[src/rtl/cpu_run_ctrl_if.sv]
// rtl/cpu_run_ctrl_if.sv - board/datapath signal bundle for the run/step/halt sequencer
interface cpu_run_ctrl_if;
    logic        run_sw;
    logic        step_btn;
    logic        halt_req;
    logic [31:0] pc;
    logic        bp_en;
    logic [31:0] bp_addr;
    logic        cpu_en;
    logic [1:0]  state;
    logic [1:0]  halt_cause;
    logic [31:0] instr_count;

    // Board inputs and datapath status side
    modport master (
        output run_sw, step_btn, halt_req, pc, bp_en, bp_addr,
        input  cpu_en, state, halt_cause, instr_count
    );

    // Sequencer side
    modport slave (
        input  run_sw, step_btn, halt_req, pc, bp_en, bp_addr,
        output cpu_en, state, halt_cause, instr_count
    );
endinterface

[src/rtl/cpu_run_ctrl.sv]
// rtl/cpu_run_ctrl.sv - run/step/halt sequencer generating cpu_en (CPU_RUN_CTRL_LIMIT_EN adds instruction limit)
module cpu_run_ctrl #(
    parameter int          DEB_CYCLES = 200000,
    parameter logic [31:0] MAX_INSTR  = 32'hFFFF_FFFF
) (
    input  logic          clk,
    input  logic          rst,
    cpu_run_ctrl_if.slave bus
);

    localparam int CNT_W = (DEB_CYCLES > 1) ? $clog2(DEB_CYCLES) : 1;
    localparam logic [CNT_W-1:0] DEB_LAST = CNT_W'(DEB_CYCLES - 1);

    typedef enum logic [1:0] {
        S_IDLE = 2'b00,
        S_RUN  = 2'b01,
        S_STEP = 2'b10,
        S_HALT = 2'b11
    } state_t;

    logic             run_meta_q, run_meta_d;
    logic             run_s_q, run_s_d;
    logic             step_meta_q, step_meta_d;
    logic             step_s_q, step_s_d;
    logic [CNT_W-1:0] deb_cnt_q, deb_cnt_d;
    logic             step_db_q, step_db_d;
    logic             step_db_prev_q, step_db_prev_d;
    state_t           state_q, state_d;
    logic [1:0]       halt_cause_q, halt_cause_d;
    logic [31:0]      instr_count_q, instr_count_d;

    logic             step_pulse;
    logic             bp_hit;
    logic             cpu_en;

`ifdef CPU_RUN_CTRL_LIMIT_EN
    localparam logic [31:0] INSTR_LAST = MAX_INSTR - 32'd1;
`else
    logic [31:0] limit_unused;
    assign limit_unused = MAX_INSTR;
`endif

    assign step_pulse = step_db_q & ~step_db_prev_q;
    assign bp_hit     = bus.bp_en && (bus.pc == bus.bp_addr);

    // Synchronisers and step debouncer: a new level is accepted only after
    // DEB_CYCLES consecutive samples that differ from the accepted level.
    always_comb begin
        run_meta_d     = bus.run_sw;
        run_s_d        = run_meta_q;
        step_meta_d    = bus.step_btn;
        step_s_d       = step_meta_q;
        deb_cnt_d      = deb_cnt_q;
        step_db_d      = step_db_q;
        step_db_prev_d = step_db_q;
        if (step_s_q == step_db_q) begin
            deb_cnt_d = '0;
        end else if (deb_cnt_q == DEB_LAST) begin
            step_db_d = step_s_q;
            deb_cnt_d = '0;
        end else begin
            deb_cnt_d = deb_cnt_q + 1'b1;
        end
    end

    // Sequencer next state, halt cause, commit enable and commit counter.
    // A halting or breakpointed instruction in RUN is never committed.
    always_comb begin
        state_d      = state_q;
        halt_cause_d = halt_cause_q;
        cpu_en       = 1'b0;
        case (state_q)
            S_IDLE: begin
                if (run_s_q) begin
                    state_d = S_RUN;
                end else if (step_pulse) begin
                    state_d = S_STEP;
                end
            end
            S_RUN: begin
                cpu_en = !bus.halt_req && !bp_hit;
                if (bus.halt_req) begin
                    state_d      = S_HALT;
                    halt_cause_d = 2'b01;
                end else if (bp_hit) begin
                    state_d      = S_HALT;
                    halt_cause_d = 2'b10;
`ifdef CPU_RUN_CTRL_LIMIT_EN
                end else if (instr_count_q == INSTR_LAST) begin
                    state_d      = S_HALT;
                    halt_cause_d = 2'b11;
`endif
                end else if (!run_s_q) begin
                    state_d = S_IDLE;
                end
            end
            S_STEP: begin
                cpu_en = !bus.halt_req;
                if (bus.halt_req) begin
                    state_d      = S_HALT;
                    halt_cause_d = 2'b01;
                end else begin
                    state_d = S_IDLE;
                end
            end
            S_HALT: begin
                if (!run_s_q) begin
                    state_d      = S_IDLE;
                    halt_cause_d = 2'b00;
                end
            end
        endcase
        instr_count_d = instr_count_q + {31'd0, cpu_en};
    end

    // State registers with asynchronous reset so cpu_en drops at once
    always_ff @(posedge clk or posedge rst) begin
        if (rst) begin
            run_meta_q     <= 1'b0;
            run_s_q        <= 1'b0;
            step_meta_q    <= 1'b0;
            step_s_q       <= 1'b0;
            deb_cnt_q      <= '0;
            step_db_q      <= 1'b0;
            step_db_prev_q <= 1'b0;
            state_q        <= S_IDLE;
            halt_cause_q   <= 2'b00;
            instr_count_q  <= 32'd0;
        end else begin
            run_meta_q     <= run_meta_d;
            run_s_q        <= run_s_d;
            step_meta_q    <= step_meta_d;
            step_s_q       <= step_s_d;
            deb_cnt_q      <= deb_cnt_d;
            step_db_q      <= step_db_d;
            step_db_prev_q <= step_db_prev_d;
            state_q        <= state_d;
            halt_cause_q   <= halt_cause_d;
            instr_count_q  <= instr_count_d;
        end
    end

    assign bus.cpu_en      = cpu_en;
    assign bus.state       = state_q;
    assign bus.halt_cause  = halt_cause_q;
    assign bus.instr_count = instr_count_q;

endmodule

[src/flat_wrapper.sv]
// flat-port wrapper written by rule: the top's interface ports become plain ports
module cpu_run_ctrl_flat 
#(
    parameter int          DEB_CYCLES = 200000,
    parameter logic [31:0] MAX_INSTR  = 32'hFFFF_FFFF
)
  (clk, rst, bus_run_sw, bus_step_btn, bus_halt_req, bus_pc, bus_bp_en, bus_bp_addr, bus_cpu_en, bus_state, bus_halt_cause, bus_instr_count);
  cpu_run_ctrl_if bus_i ();
  input  logic clk;
  input  logic rst;
  input wire logic [$bits(bus_i.run_sw)-1:0] bus_run_sw;
  input wire logic [$bits(bus_i.step_btn)-1:0] bus_step_btn;
  input wire logic [$bits(bus_i.halt_req)-1:0] bus_halt_req;
  input wire logic [$bits(bus_i.pc)-1:0] bus_pc;
  input wire logic [$bits(bus_i.bp_en)-1:0] bus_bp_en;
  input wire logic [$bits(bus_i.bp_addr)-1:0] bus_bp_addr;
  output wire logic [$bits(bus_i.cpu_en)-1:0] bus_cpu_en;
  output wire logic [$bits(bus_i.state)-1:0] bus_state;
  output wire logic [$bits(bus_i.halt_cause)-1:0] bus_halt_cause;
  output wire logic [$bits(bus_i.instr_count)-1:0] bus_instr_count;
  assign bus_i.run_sw = bus_run_sw;
  assign bus_i.step_btn = bus_step_btn;
  assign bus_i.halt_req = bus_halt_req;
  assign bus_i.pc = bus_pc;
  assign bus_i.bp_en = bus_bp_en;
  assign bus_i.bp_addr = bus_bp_addr;
  assign bus_cpu_en = bus_i.cpu_en;
  assign bus_state = bus_i.state;
  assign bus_halt_cause = bus_i.halt_cause;
  assign bus_instr_count = bus_i.instr_count;
  cpu_run_ctrl #(.DEB_CYCLES(DEB_CYCLES), .MAX_INSTR(MAX_INSTR)) u_core (.clk(clk), .rst(rst), .bus(bus_i));
endmodule
[config.mk]
export PLATFORM = sky130hd
export DESIGN_NAME = cpu_run_ctrl_flat
export DESIGN_NICKNAME = d
export VERILOG_FILES = /design/src/rtl/cpu_run_ctrl_if.sv /design/src/rtl/cpu_run_ctrl.sv /design/src/flat_wrapper.sv
export SDC_FILE = /design/constraint.sdc
export NUM_CORES = 1
export LEC_CHECK = 0
export ABC_CLOCK_PERIOD_IN_PS = 3300
export CAP_MARGIN = 30
export CELL_PAD_IN_SITES_DETAIL_PLACEMENT = 0
export CELL_PAD_IN_SITES_GLOBAL_PLACEMENT = 1
export CORE_ASPECT_RATIO = 1.75
export CORE_UTILIZATION = 34
export CTS_CLUSTER_SIZE = 25
export DETAILED_ROUTE_END_ITERATION = 8
export HOLD_SLACK_MARGIN = 0.03
export PLACE_DENSITY = 0.83
export SYNTH_ARGS = -nofsm -noshare
export SYNTH_HDL_FRONTEND = slang
export SYNTH_SLANG_ARGS = --single-unit
[constraint.sdc]
create_clock -name clk -period 3.3 [get_ports clk]
set_clock_uncertainty 0.05 [all_clocks]
set_input_delay 0.66 -clock clk [delete_from_list [all_inputs] [get_ports clk]]
set_output_delay 0.66 -clock clk [all_outputs]
set_load 0.005 [all_outputs]
# After elaboration in Yosys (flattened, before gate mapping)
# Index checks and enable logic that the tools add are counted.
# word_totals
ff_bits	60
input_bits	70
out_inout_bits	37
word_cells	48
# op_classes
add_sub_neg	2
eq_ne	10
n_mux	15
bitwise	3
n_reduce_logical	8
# op_table
cell	n
$mux W18	2
$add A32 B1 Y32	1
$eq A32 B32 Y1	1
$mux W2	10
$add A18 B1 Y18 const B	1
$eq A18 B18 Y1 const B	1
$pmux W2 S4	1
$pmux W2 S3	1
$eq A2 B2 Y1 const B	2
$ne A2 B2 Y1 const B	2
$reduce_and A4 Y1	1
$ne A3 B1 Y1 const B	1
$ne A3 B2 Y1 const B	1
$reduce_bool A3 Y1	1
$eq A2 B1 Y1 const B	1
$logic_and A1 B1 Y1	2
$logic_not A1 Y1	2
$logic_not A2 Y1	1
$not A1 Y1	2
$pmux W1 S2	1
$reduce_and A2 Y1	1
$and A1 B1 Y1	1
$eq A1 B1 Y1	1

# Longest topological paths before layout
# Gate-level depths: netlist (run 1).
# logic_depth
ltp_word	6
ltp_mapped	14
depth_no_buf	14

# Worst setup path after synthesis (run 1)
# No wires, ideal clock.
# synth_path
kind	input port to flip-flop
start	input bus_bp_addr[20]
end	register u_core.instr_count_q[26] (netlist: u_core.bus.instr_count[26])
setup_time_ps	80
arrival_time_ps	2833
required_time_ps	3170
setup_slack_ps	337
stages	14
n_path_buf	0
path_cell_list	xor2_1 > a2111oi_0 > nand3b_1 > nor3_2 > nor2_1 > o211a_1 > ha_1 > ha_1 > nand2_1 > nor4_4 > nand2_2 > nor2_1 > nand3_1 > xnor2_1
# synth_via
elab_chain_len	6
# synth_lines
element	line	rtl
start, declared	flat_wrapper.sv:16	input wire logic [$bits(bus_i.bp_addr)-1:0] bus_bp_addr;
$eq A32 B32 Y1	cpu_run_ctrl.sv:44	assign bp_hit = bus.bp_en && (bus.pc == bus.bp_addr);
$logic_and A1 B1 Y1	cpu_run_ctrl.sv:44	
$logic_not A1 Y1	cpu_run_ctrl.sv:81	cpu_en = !bus.halt_req && !bp_hit;
$logic_and A1 B1 Y1	cpu_run_ctrl.sv:81	
$pmux W1 S2	cpu_run_ctrl.sv:72	case (state_q)
via bus_cpu_en	flat_wrapper.sv:17	output wire logic [$bits(bus_i.cpu_en)-1:0] bus_cpu_en;
$add A32 B1 Y32	cpu_run_ctrl.sv:113	instr_count_d = instr_count_q + {31'd0, cpu_en};
via u_core.instr_count_d[26]	cpu_run_ctrl.sv:30	logic [31:0] instr_count_q, instr_count_d;
end signal, assigned	cpu_run_ctrl.sv:139	instr_count_q <= instr_count_d;
end, declared	cpu_run_ctrl.sv:30	
# The timed path passes the listed nets, and every way through them passes these cells.
# A chain may end at the register's enable or synchronous reset.

# Worst setup path after layout (run 1)
# layout_path
start	input bus_bp_addr[21]
end	register u_core.instr_count_q[28] (netlist: u_core.bus.instr_count[28])
# layout_via
elab_chain_len	6
# layout_lines
element	line
$eq A32 B32 Y1	cpu_run_ctrl.sv:44
$logic_and A1 B1 Y1	cpu_run_ctrl.sv:44
$logic_not A1 Y1	cpu_run_ctrl.sv:81
$logic_and A1 B1 Y1	cpu_run_ctrl.sv:81
$pmux W1 S2	cpu_run_ctrl.sv:72
$add A32 B1 Y32	cpu_run_ctrl.sv:113
via u_core.instr_count_d[28]	cpu_run_ctrl.sv:30
# The timed path passes the listed nets, and every way through them passes these cells.

==> results of run 1 <==
## registers in the layout, summed over array words and instances, names as in the netlist
signal                  count
u_core.bus.halt_cause       2
u_core.bus.instr_count     32
u_core.bus.state            2
u_core.deb_cnt_q           18
u_core.run_meta_q           1
u_core.run_s_q              1
u_core.step_db_prev_d       1
u_core.step_db_prev_q       1
u_core.step_meta_q          1
u_core.step_s_q             1
## through the flow
stage	setup slack (ns)	cell area, µm²	hold WS (ns)	util, %
after detailed placement	-0.2755	4410	0.2847	48.81
after global placement	-0.2530	4410	0.2880	48.81
final	0.1163	4796	0.2928	53.07
after floorplan	0.3369	3151	0.2812	-
after CTS	0.04454	4715	0.2943	52.17
after global routing	-0.04754	4796	0.3140	53.07
## cells in the final DEF (no fill, tap or decap), types with 4 or more instances in the layout
| cell type | instances |
|---|---|
| a21oi_1 | 4 |
| and3_1 | 7 |
| buf_4 | 7 |
| clkbuf_16 | 9 |
| clkdlybuf4s50_1 | 99 |
| dfrtp_1 | 60 |
| dlymetal6s2s_1 | 6 |
| ha_1 | 6 |
| inv_1 | 10 |
| nand2_1 | 14 |
| nand3_1 | 23 |
| nand4_1 | 9 |
| nor2_1 | 34 |
| nor3_1 | 4 |
| nor4_1 | 4 |
| o21ai_0 | 4 |
| xnor2_1 | 32 |
| xor2_1 | 42 |
## cell families (layout without fill, tap and decap cells)
logic type	count (synthesis)	in the layout	share of synthesized area, %
simple gates	123	123	21.80
mux	1	1	0.3574
buf+inv	13	141	1.588
flops	60	60	47.66
fa+ha+maj	8	8	3.177
xor+xnor	78	78	21.92
compound gates	17	17	3.495
## report_power, final
part | internal, mW | total (mW) | switching (mW)
Combinational | 0.292 | 0.522 | 0.230
Sequential | 0.793 | 0.866 | 0.0725
Clock | 0.579 | 0.892 | 0.312
## routing by layer
layer | vias to the layer above | global-route usage (%) | wire length [µm]
met3 | 15 | 4.199 | 568
met2 | 96 | 32.22 | 4258
met1 | 1267 | 17.23 | 2832
li1 | 1261 | - | -
met4 | 0 | 8.879 | 199
met5 | - | 0 | 0
## worst paths after layout
path,from,end,slack [ns],cells past startpoint
worst min register to register,u_core.run_meta_q,u_core.run_s_q,0.29,0
worst max register to register,u_core.bus.state[1],u_core.bus.instr_count[28],0.45,12
worst max-delay path,bus_bp_addr[21],u_core.bus.instr_count[28],0.12,14
worst min-delay path,u_core.run_meta_q,u_core.run_s_q,0.29,0
min in group asynchronous,rst,u_core.bus.instr_count[21],0.67,3
max in group asynchronous,rst,u_core.bus.instr_count[10],2.28,3
## cell type report
cell class	instances	area (µm²)
Tap cell	120	150.1
Clock buffer	11	232.7
Clock inverter	5	52.55
Sequential cell	60	1501
Fill cell	816	4240
Inverter	11	41.29
Timing Repair Buffer	114	1144
Multi-Input combinational cell	227	1674
## critical path, cell delays in order
cell	delay, ns
clkdlybuf4s50_1	0.47
xor2_1	0.19
nor4_2	0.08
nand3_1	0.11
nor3_2	0.07
nor2_1	0.09
o211a_1	0.22
ha_4	0.18
ha_4	0.14
nand2_2	0.07
nor4_4	0.38
nand2_2	0.11
or4_4	0.44
xnor2_2	0.14
## what timing repair did
item                       CTS  global route
pin swaps                    2            11
setup buffers                1             1
gates resized for setup      4            20
setup endpoints to repair    1             8
==> metrics.txt, run 1 <==
status=completed; largest net degree at the start of global routing=61; I/O pin count=107; crit start category=input pin; via count=about 2600; crit path kind=input pin to flip-flop; static leakage=2.114 nW; gr ovfl total=0; H-tree depth=3; total clock buffers created by CTS=9; dominant synthesized flop cell=dfrtp_1; crit path max fanout=4; hold crit path type=flip-flop to flip-flop; f_max=roughly 310 MHz; Critical Path End Type=flip-flop; clk_lat worst skew=0.32 ns; area share of the largest cell type after synthesis=47.66%; Arr. time, crit path=3.34 ns; Routed wire per std cell=14.34 µm; post-route ant nets=0; placed wire-length estimate=5.882 mm; most frequent cell after synthesis=dfrtp_1; pwr dens=475.3 mW/mm²; initial antenna violation count=0; Synth-to-Final Area Change=52.22%; initial core utilization=34.87%; RSZ-0062 raised after global routing=true; Final TNS setup=0 ns; core box area=about 0.0090 mm²; DP Cell Count=530; DR DRC count=0; total power=2.280 mW; Post-Syn Nets=378; min Tclk post-route=3.184 ns; Finish-stage setup viols=0; Routed Wire Length=7.859 mm; clock sink count=60; fin crit share=96.48%; worst vdd ir=397.4 µV; EDFF count, synth=0; port bufs=approximately 110; vias in the first global route=2787; max-capacitance violation count=0; Initial DRC Count=59; Syn. warnings=0; Avg Vias per Cell=4.816; dominant cell type by area after synthesis=dfrtp_1; share of post-route cells with drive strength above 1=between 10 and 15%; hold bufs inserted after CTS=0; top cells by area, synth=dfrtp_1 48%, xor2_1 13%, xnor2_1 8.9%; GPL Wtd Cong=between 0.8 and 0.9; CP required=3.46 ns; slew margin rel.=73.72%; drt pass-1 iters=4; sequential-to-total area share from yosys stat=47.66%; final slew viol count=0; die height=129.3 µm; synthesized area per cell=10.50 µm²; Finished Layout Cells=approximately 550; DIE AREA=about 0.0097 mm²; CTS tree=built; Yosys reg bits=60; Rows=46; Die X=around 75 µm; Max clock buf depth=2; most frequent cells after synthesis=60 x dfrtp_1, 45 x xor2_1, 34 x nor2_1, 32 x xnor2_1, 23 x nand3_1; Reg clk slew, reported paths=0.05 ns; Netlist cell types=39; Final #Nets=501; Syn Std Cell Area=0.003151 mm²; Post-synth ARST share=100.0%; pin slew with the least headroom to its limit=0.3912 ns; GRT Total Usage=between 15 and 20%; clock root buffer=clkbuf_16; final hold viol count=0; Mapped Cells=300; first-pass GRT wire length=12.58 mm; n_diodes=0
Power figures use the tool's default switching activity.
==> run 2, diff against run 1 <==
CORE_ASPECT_RATIO = 1.5   (was 1.75)
==> metrics.txt, run 2 (same netlist as run 1, synthesis figures left out) <==
PnR worst setup slack=0.08894 ns (was 0.1163 ns); core box area=0.008934 mm² (was 0.009036 mm²); P_sw=0.5830 mW (was 0.6152 mW); r2r setup slk=0.56 ns (was 0.45 ns); vias in the first global route=2777 (was 2787); max-capacitance violation count=0 (unchanged); Initial DRC Count=75 (was 59); min Tclk post-route=3.211 ns (was 3.184 ns); DP Area=0.004393 mm² (was 0.004410 mm²); Avg Vias per Cell=4.776 (was 4.816); initial core utilization=35.27% (was 34.87%); post-route ant nets=0 (unchanged); port bufs=106 (unchanged); initial antenna violation count=0 (unchanged); gr ovfl total=0 (unchanged); Routed Wire Length=7.968 mm (was 7.859 mm); count of fill cells added during filler insertion=803 (was 816); crit path to=bus_cpu_en (was u_core.bus.instr_count[28]); CTS tree=built (unchanged); final slew viol count=0 (unchanged); die height=119.9 µm (was 129.3 µm); worst r2r dst=u_core.bus.instr_count[28] (unchanged); first-pass GRT wire length=12.93 mm (was 12.58 mm); commonest non-fill, non-tap cell in the layout=clkdlybuf4s50_1 (unchanged); largest net degree at the start of global routing=35 (was 61); I/O pin count=107 (unchanged); Arr. time, crit path=2.50 ns (was 3.34 ns); status=completed (unchanged); static leakage=2.075 nW (was 2.114 nW); total clock buffers created by CTS=9 (unchanged); Finished Layout Cells=539 (was 548); Setup WS pre-CTS=-0.2661 ns (was -0.2755 ns); r2r startpoint=u_core.bus.state[1] (unchanged); Hold Crit Depth=0 (unchanged); Routed wire per std cell=14.78 µm (was 14.34 µm); Multi-input gate area=0.001618 mm² (was 0.001674 mm²); Reg clk slew, reported paths=0.05 ns (about the same); RSZ-0062 raised after global routing=false (was true); DR DRC count=0 (unchanged); worst vdd ir=336.1 µV (was 397.4 µV); crit start category=input pin (unchanged); hold bufs inserted after CTS=0 (unchanged); Max clock buf depth=2 (unchanged); crit path kind=input pin to primary output (was input pin to flip-flop); share of post-route cells with drive strength above 1=9.091% (was 10.75%); drt pass-1 iters=4 (unchanged); post-route cell area=0.004737 mm² (was 0.004796 mm²); Sequential Power Share=37.4% (was 38.0%); clock root buffer=clkbuf_16 (unchanged); R2R cell count=12 (unchanged); commonest cells after routing, fill and taps aside=105 x clkdlybuf4s50_1, 60 x dfrtp_1, 45 x xor2_1 (was 99 x clkdlybuf4s50_1, 60 x dfrtp_1, 42 x xor2_1); Critical Path End Type=primary output (was flip-flop); DIE AREA=0.009663 mm² (was 0.009670 mm²); GRT Total Usage=17.97% (was 17.37%); f_max=311.4 MHz (was 314.1 MHz); via count=2574 (was 2639); clock power share=41.1% (was 39.1%); final hold viol count=0 (unchanged); switching share of total power=25.38% (was 26.99%); Finish-stage setup viols=0 (unchanged); DP Cell Count=521 (was 530); slew margin rel.=51.97% (was 73.72%); Synth-to-Final Area Change=50.36% (was 52.22%); hold crit path type=flip-flop to flip-flop (unchanged); Comb power frac=21.5% (was 22.9%); Storage cell area=0.001501 mm² (unchanged); CP required=2.59 ns (was 3.46 ns); Largest register FFs=32 (unchanged); pwr dens=484.8 mW/mm² (was 475.3 mW/mm²); H-tree depth=3 (unchanged); fin crit share=97.30% (was 96.48%); n_diodes=0 (unchanged); Final #Nets=503 (was 501); Rows=42 (was 46); clk_lat worst skew=0.32 ns (about the same); placed wire-length estimate=6.018 mm (was 5.882 mm); total power=2.296 mW (was 2.280 mW); pin slew with the least headroom to its limit=0.7194 ns (was 0.3912 ns); GPL Wtd Cong=0.7716 (was 0.8103); clock sink count=60 (unchanged); crit path max fanout=2 (was 4); Die X=80.60 µm (was 74.77 µm); P_int=1.714 mW (was 1.664 mW); beginning of the critical path=bus_bp_addr[31] (was bus_bp_addr[21])
[run 2: changes by cell type in the layout (fill, tap and decap cells not counted), sizes merged]
cell and change:
buf +1, dlymetal6s2s -6, clkinvlp -1, dlygate4sd2 +1, clkinv -3, clkbuf +3
clkdlybuf4s50 +6
[run 2: what timing repair did]
action,CTS,global route
pin swaps,4,3
buffers inserted,1,2
resized for setup,5,0
endpoints found under the setup margin,1,3
[run 2: stage by stage]
step | hold WS (ns) | utilization (%) | setup TNS, ns
CTS | 0.3166 | 52.86 | 0
detailed placement | 0.2949 | 49.17 | -2.799
finish | 0.3081 | 53.03 | 0
global route | 0.3333 | 53.03 | 0
global placement | 0.2855 | 49.17 | -2.813
floorplan | 0.2812 | - | 0
[run 2: layer usage]
| layer | global-route usage (%) | vias up | share of wire, % |
|---|---|---|---|
| met5 | 0 | - | 0 |
| met4 | 9.598 | 0 | 3.5 |
| met3 | 4.639 | 18 | 5.4 |
| met2 | 32.52 | 82 | 54 |
| met1 | 18.28 | 1209 | 38 |
| li1 | - | 1265 | - |
[run 2: worst min path at each step]
| stage | startpoint | end | slack [ns] |
|---|---|---|---|
| 2_1_floorplan | u_core.run_meta_q | u_core.run_s_q | 0.28 |
| 3_3_place_gp | u_core.run_meta_q | u_core.run_s_q | 0.29 |
| 3_5_place_dp | u_core.step_meta_q | u_core.step_s_q | 0.29 |
| 4_1_cts | u_core.run_meta_q | u_core.run_s_q | 0.32 |
| 5_1_grt | u_core.run_meta_q | u_core.run_s_q | 0.33 |
| 6_report | u_core.step_meta_q | u_core.step_s_q | 0.31 |
[run 2: power by group through the flow]
stage	logic, mW	registers [mW]	clock network (mW)
after floorplan	0.230	0.858	0
after global placement	0.485	0.866	0
after detailed placement	0.489	0.869	0
after CTS	0.497	0.860	0.967
after global routing	0.551	0.871	0.996
final	0.494	0.858	0.944
[run 2: cell type report]
cell class                      instances  area share (%)
Sequential cell                        60           31.70
Inverter                               11          0.8716
Tap cell                              110           2.905
Clock buffer                           14           5.784
Multi-Input combinational cell        227           34.15
Timing Repair Buffer                  116           23.96
Clock inverter                          1          0.6339
[run 2: worst max-delay path: stages]
cell and delay, ns:
clkdlybuf4s50_1 0.42, xor2_1 0.18, nor4_2 0.31, nand4_1 0.18, nor3_2 0.21, nor2_1 0.06, o211a_1 0.21, dlygate4sd2_1 0.27
